--- config.mk ---
export PLATFORM = sky130hd
export DESIGN_NAME = qsys_conduit_to_avst_hw
export DESIGN_NICKNAME = d
export VERILOG_FILES = /design/src/rtl/qsys_conduit_to_avst_hw.sv
export SDC_FILE = /design/constraint.sdc
export NUM_CORES = 1
export LEC_CHECK = 0
export ABC_AREA = 1
export BUFFER_PORTS_ARGS = -buffer_cell sky130_fd_sc_hd__buf_2
export CORE_UTILIZATION = 54
export CTS_CLUSTER_SIZE = 16
export DETAILED_ROUTE_END_ITERATION = 7
export PLACE_DENSITY = 0.84
export SLEW_MARGIN = 20
export SYNTH_ARGS = -nofsm -noshare
export SYNTH_HDL_FRONTEND = slang
export SYNTH_SLANG_ARGS = --single-unit
--- constraint.sdc ---
create_clock -name clock -period 2 [get_ports clock]
set_input_delay 0.5 -clock clock [delete_from_list [all_inputs] [get_ports clock]]
set_output_delay 0.5 -clock clock [all_outputs]
set_load 0.02 [all_outputs]
--- src/rtl/qsys_conduit_to_avst_hw.sv ---
// Conduit-to-Avalon-ST source adapter: captures a raw conduit bus, qualifies samples by change
// detection or valid strobe, and streams them out of a small show-ahead FIFO with backpressure.
module qsys_conduit_to_avst_hw #(
    parameter int unsigned WIDTH       = 1,
    parameter int unsigned FIFO_DEPTH  = 4,
    parameter int unsigned CHANGE_ONLY = 1
) (
    input  logic                            clock,
    input  logic                            reset,
    input  logic [WIDTH-1:0]                sigIn,
    input  logic                            sigValid,
    output logic [WIDTH-1:0]                srcData,
    output logic                            srcValid,
    input  logic                            srcReady,
    input  logic                            clearOverflow,
    output logic                            overflow,
    output logic [$clog2(FIFO_DEPTH):0]     fillLevel
);

    localparam int unsigned AW = $clog2(FIFO_DEPTH);
    localparam int unsigned LW = AW + 1;

    logic [WIDTH-1:0] s_in_q;
    logic             s_val_q;
    logic [WIDTH-1:0] last_val_q;
    logic             first_q;
    logic [AW-1:0]    wr_ptr_q;
    logic [AW-1:0]    rd_ptr_q;
    logic [LW-1:0]    level_q;
    logic             ovf_q;
    logic [WIDTH-1:0] mem_q [FIFO_DEPTH];

    logic want;
    logic pop;
    logic push;
    logic full;

    always_comb begin
        want = s_val_q && ((CHANGE_ONLY == 0) || first_q || (s_in_q != last_val_q));
        full = (level_q == LW'(FIFO_DEPTH));
        pop  = srcValid && srcReady;
        // A full FIFO still accepts a sample when a beat leaves in the same cycle.
        push = want && (!full || pop);
    end

    always_ff @(posedge clock) begin
        if (reset) begin
            s_in_q     <= '0;
            s_val_q    <= 1'b0;
            last_val_q <= '0;
            first_q    <= 1'b1;
            wr_ptr_q   <= '0;
            rd_ptr_q   <= '0;
            level_q    <= '0;
            ovf_q      <= 1'b0;
        end else begin
            s_in_q  <= sigIn;
            s_val_q <= sigValid;
            if (push) begin
                wr_ptr_q   <= wr_ptr_q + AW'(1);
                last_val_q <= s_in_q;
                first_q    <= 1'b0;
            end
            if (pop) begin
                rd_ptr_q <= rd_ptr_q + AW'(1);
            end
            if (push && !pop) begin
                level_q <= level_q + LW'(1);
            end else if (!push && pop) begin
                level_q <= level_q - LW'(1);
            end
            // A drop in the same cycle as a clear keeps the flag set.
            if (want && !push) begin
                ovf_q <= 1'b1;
            end else if (clearOverflow) begin
                ovf_q <= 1'b0;
            end
        end
    end

    always_ff @(posedge clock) begin
        if (push) begin
            mem_q[wr_ptr_q] <= s_in_q;
        end
    end

    always_comb begin
        srcData   = mem_q[rd_ptr_q];
        srcValid  = (level_q != '0);
        overflow  = ovf_q;
        fillLevel = level_q;
    end

endmodule

==> flow_summary_export.csv <==
group,metric,value,unit
layout,num-nets-final,131,
sta,worst_skew,0.0123,ns
clock_tree,clk_latency,0.30,ns
floorplanning,floorplan.initialDensity,0.576,
layout,final_layout_size_suffix_gt1_frac,0.246,
synthesis,avgSynthCellArea,8.50,um^2
synthesis,synth_area,858,um^2
critical_path,worst-endpoint-arrival,2.03,ns
synthesis,ys.flop_type,"sky130_fd_sc_hd__dfxtp_1",
global_routing,globalRouteTotalUtil,0.193,
pwr,power.ir.vdd_worst,998,uV
critical_path,cell_breakdown_of_the_critical_path,"inv_1, nor2_2, nand2_4, nand3_4, inv_2, ha_1, inv_1, fa_1, nand2_1, nand3_1, o21ai_1, a21oi_1",
critical_path,worstPathRequired,2.20,ns
synthesis,ys.warnings.count,0,
layout,area_delta_synth_final,16.0,%
detailed_routing,detail_route.first_pass.iterations,4,
floorplanning,die_footprint,1750,um^2
sta,final-max-slew-violation-count,0,
synthesis,netlist_top_cells_count,"sky130_fd_sc_hd__inv_1, sky130_fd_sc_hd__nand2_1, sky130_fd_sc_hd__dfxtp_1",
detailed_routing,route.detailed.drc,0,
floorplanning,num_rows,14,
floorplanning,number_of_primary_i_o_pins,12,
synthesis,synth-edff-count,4,
clock_tree,cts_htree_levels,1,
detailed_routing,post_drt_via_cell_ratio,4.95,
place,globalplace.congestion,0.827,
sta,rsz0062_at_grt,"false",
global_routing,grt_max_degree,11,
clock_tree,cts_max_path_buffers,2,
detailed_routing,detail-route-antenna-nets,0,
clock_tree,numCtsBuffers,3,
synthesis,yosys.area.top_type_share,0.327,
synthesis,syn-num-nets,113,
sta,max_slew.worst_pin.slew,0.238,ns
critical_path,cp_common_cell,"sky130_fd_sc_hd__inv_1",
critical_path,cpPeakStageDelay,0.38,ns
clock_tree,root_buffer,"sky130_fd_sc_hd__clkbuf_4",
layout,final-instance-count-excl-fill,134,
critical_path,cp.buffers_inverters,3,
detailed_routing,routed_wl,1400,um
detailed_routing,routed-via-count,663,
clock_tree,clkTransAtPathRegs,0.11,ns
synthesis,netlist.top_cell.by_area,"sky130_fd_sc_hd__dfxtp_1",
detailed_routing,wire_per_inst,10.4,um
pwr,power-per-cell-area,1210,nW/um^2
clock_tree,clock_sinks,18,
critical_path,critPathLaunchType,"register",
floorplanning,core_area,1490,um^2
run_status,status,"complete, no violations",
global_routing,first_pass_grt_wire_length,2480,um
synthesis,netlist_instances,101,
synthesis,synth_sequential_area_ratio,0.466,
floorplanning,die_w,41.9,um
critical_path,worstPathMaxFanout,5,
global_routing,grt_antenna_before_repair,0,
sta,final.setup.worst_slack,0.166,ns
floorplanning,die_extent_in_y,41.9,um
synthesis,top_post_synthesis_cells_by_area,"sky130_fd_sc_hd__dfxtp_1, sky130_fd_sc_hd__edfxtp_1, sky130_fd_sc_hd__inv_1, sky130_fd_sc_hd__ha_1, sky130_fd_sc_hd__nand2_1",
sta,clock.fmax,545,MHz
global_routing,globalRouteOverflowTotal,0,
sta,maxSlewHeadroom,0.841,
place,dp.final_hpwl,1050,um
critical_path,endpoint_kind,"register",
place,numPlacedInstances,130,
synthesis,count_of_unique_library_cells_instantiated_by_yosys,22,
synthesis,yosys.cell_count.top_type,"sky130_fd_sc_hd__inv_1",
synthesis,async_flop_share,0,
pwr,power.leakage,0.487,nW
critical_path,critical_path.top_delay_family,"adder cells",
global_routing,grt_pass1_vias,663,
place,port_buffers,11,
sta,setup_viol_count_final,0,
synthesis,flip_flop_and_latch_count_after_synthesis,18,
sta,finalCritPeriodShare,0.917,
sta,min_cycle_time_layout,1.83,ns
clock_tree,post-cts-setup-buffers,0,
critical_path,slowest_stage,"sky130_fd_sc_hd__fa_1",
layout,n_fill_cell,131,
layout,antennaDiodeCount,0,
sta,hold_viol_final,0,
place,placement.setup.worst_slack,-0.0211,ns
critical_path,crit_type,"register to register",
clock_tree,tritoncts,"done",
detailed_routing,drtIter0Drc,10,
job,max_cap_violations,0,
hold_path,holdCritPathClass,"primary input to register",
what timing repair did:
action | in CTS | in global routing
gates resized for setup | 0 | 5
hold buffers | 0 | 0
endpoints found under the setup margin | 0 | 2
worst register-to-register path: cells and delay by family, from the launching register on:
kind	cells	cell delay (ns)
flops	1	0.32
compound gates	2	0.19
buf+inv	3	0.27
simple gates	5	0.42
fa+ha+maj	2	0.53
metal layers:
metal	vias up	track usage	wire length, um
met5	-	0	0
met4	0	0.155	18
met2	11	0.322	695
li1	347	-	-
met1	303	0.202	659
met3	2	0.0522	27
cells in the final DEF, fill, tap and decap left out, drive strengths merged:
| cell | count |
|---|---|
| nand4 | 3 |
| buf | 13 |
| fa | 1 |
| edfxtp | 4 |
| nand3 | 4 |
| dfxtp | 14 |
| ha | 5 |
| a32oi | 1 |
| xor2 | 1 |
| nand2 | 18 |
| nor2 | 13 |
| a21oi | 7 |
| inv | 24 |
| nand3b | 1 |
| o21ai | 5 |
| clkbuf | 4 |
cell type report:
class,instances,area [um^2],area share
inverters,24,90.1,0.0905
flip-flops and latches,18,404,0.406
multi-input cells,59,375,0.377
clock buffers,4,36.3,0.0364
repair buffers,13,70.1,0.0704
well taps,16,20.0,0.0201
report_power, final:
part | switching, mW | internal [mW]
Sequential | 0.0639 | 0.444
Combinational | 0.303 | 0.168
Clock | 0.113 | 0.111
path summary, 6_finish.rpt:
kind / from / to / slack, ns / cells after the start
min: sigIn / s_in_q / 0.40 / 3
max: fillLevel[2] / fillLevel[2] / 0.17 / 12
max reg2reg: fillLevel[2] / fillLevel[2] / 0.17 / 12
min reg2reg: overflow / overflow / 0.47 / 2
cell families after synthesis:
kind of cell,Yosys count,synth area share
AOI/OAI and AO/OA,13,0.0802
adders and majority gates,6,0.0962
xor gates and xnor gates,1,0.0102
buffers and inverters,24,0.105
DFF,18,0.466
and+or+nand+nor,39,0.242
per-stage QoR:
step / TNS (ns) / total power [mW] / hold slack [ns] / instance area (um^2) / util
6_report: 0 / 1.20 / 0.400 / 996 / 0.669
5_1_grt: 0 / 1.30 / 0.382 / 996 / 0.669
4_1_cts: 0 / 1.20 / 0.398 / 985 / 0.661
3_5_place_dp: -0.0211 / 0.975 / 0.463 / 948 / 0.637
3_3_place_gp: 0 / 0.954 / 0.451 / 948 / 0.637
2_1_floorplan: 0 / 0.854 / 0.454 / 858 / -
Power figures use the tool's default switching activity.
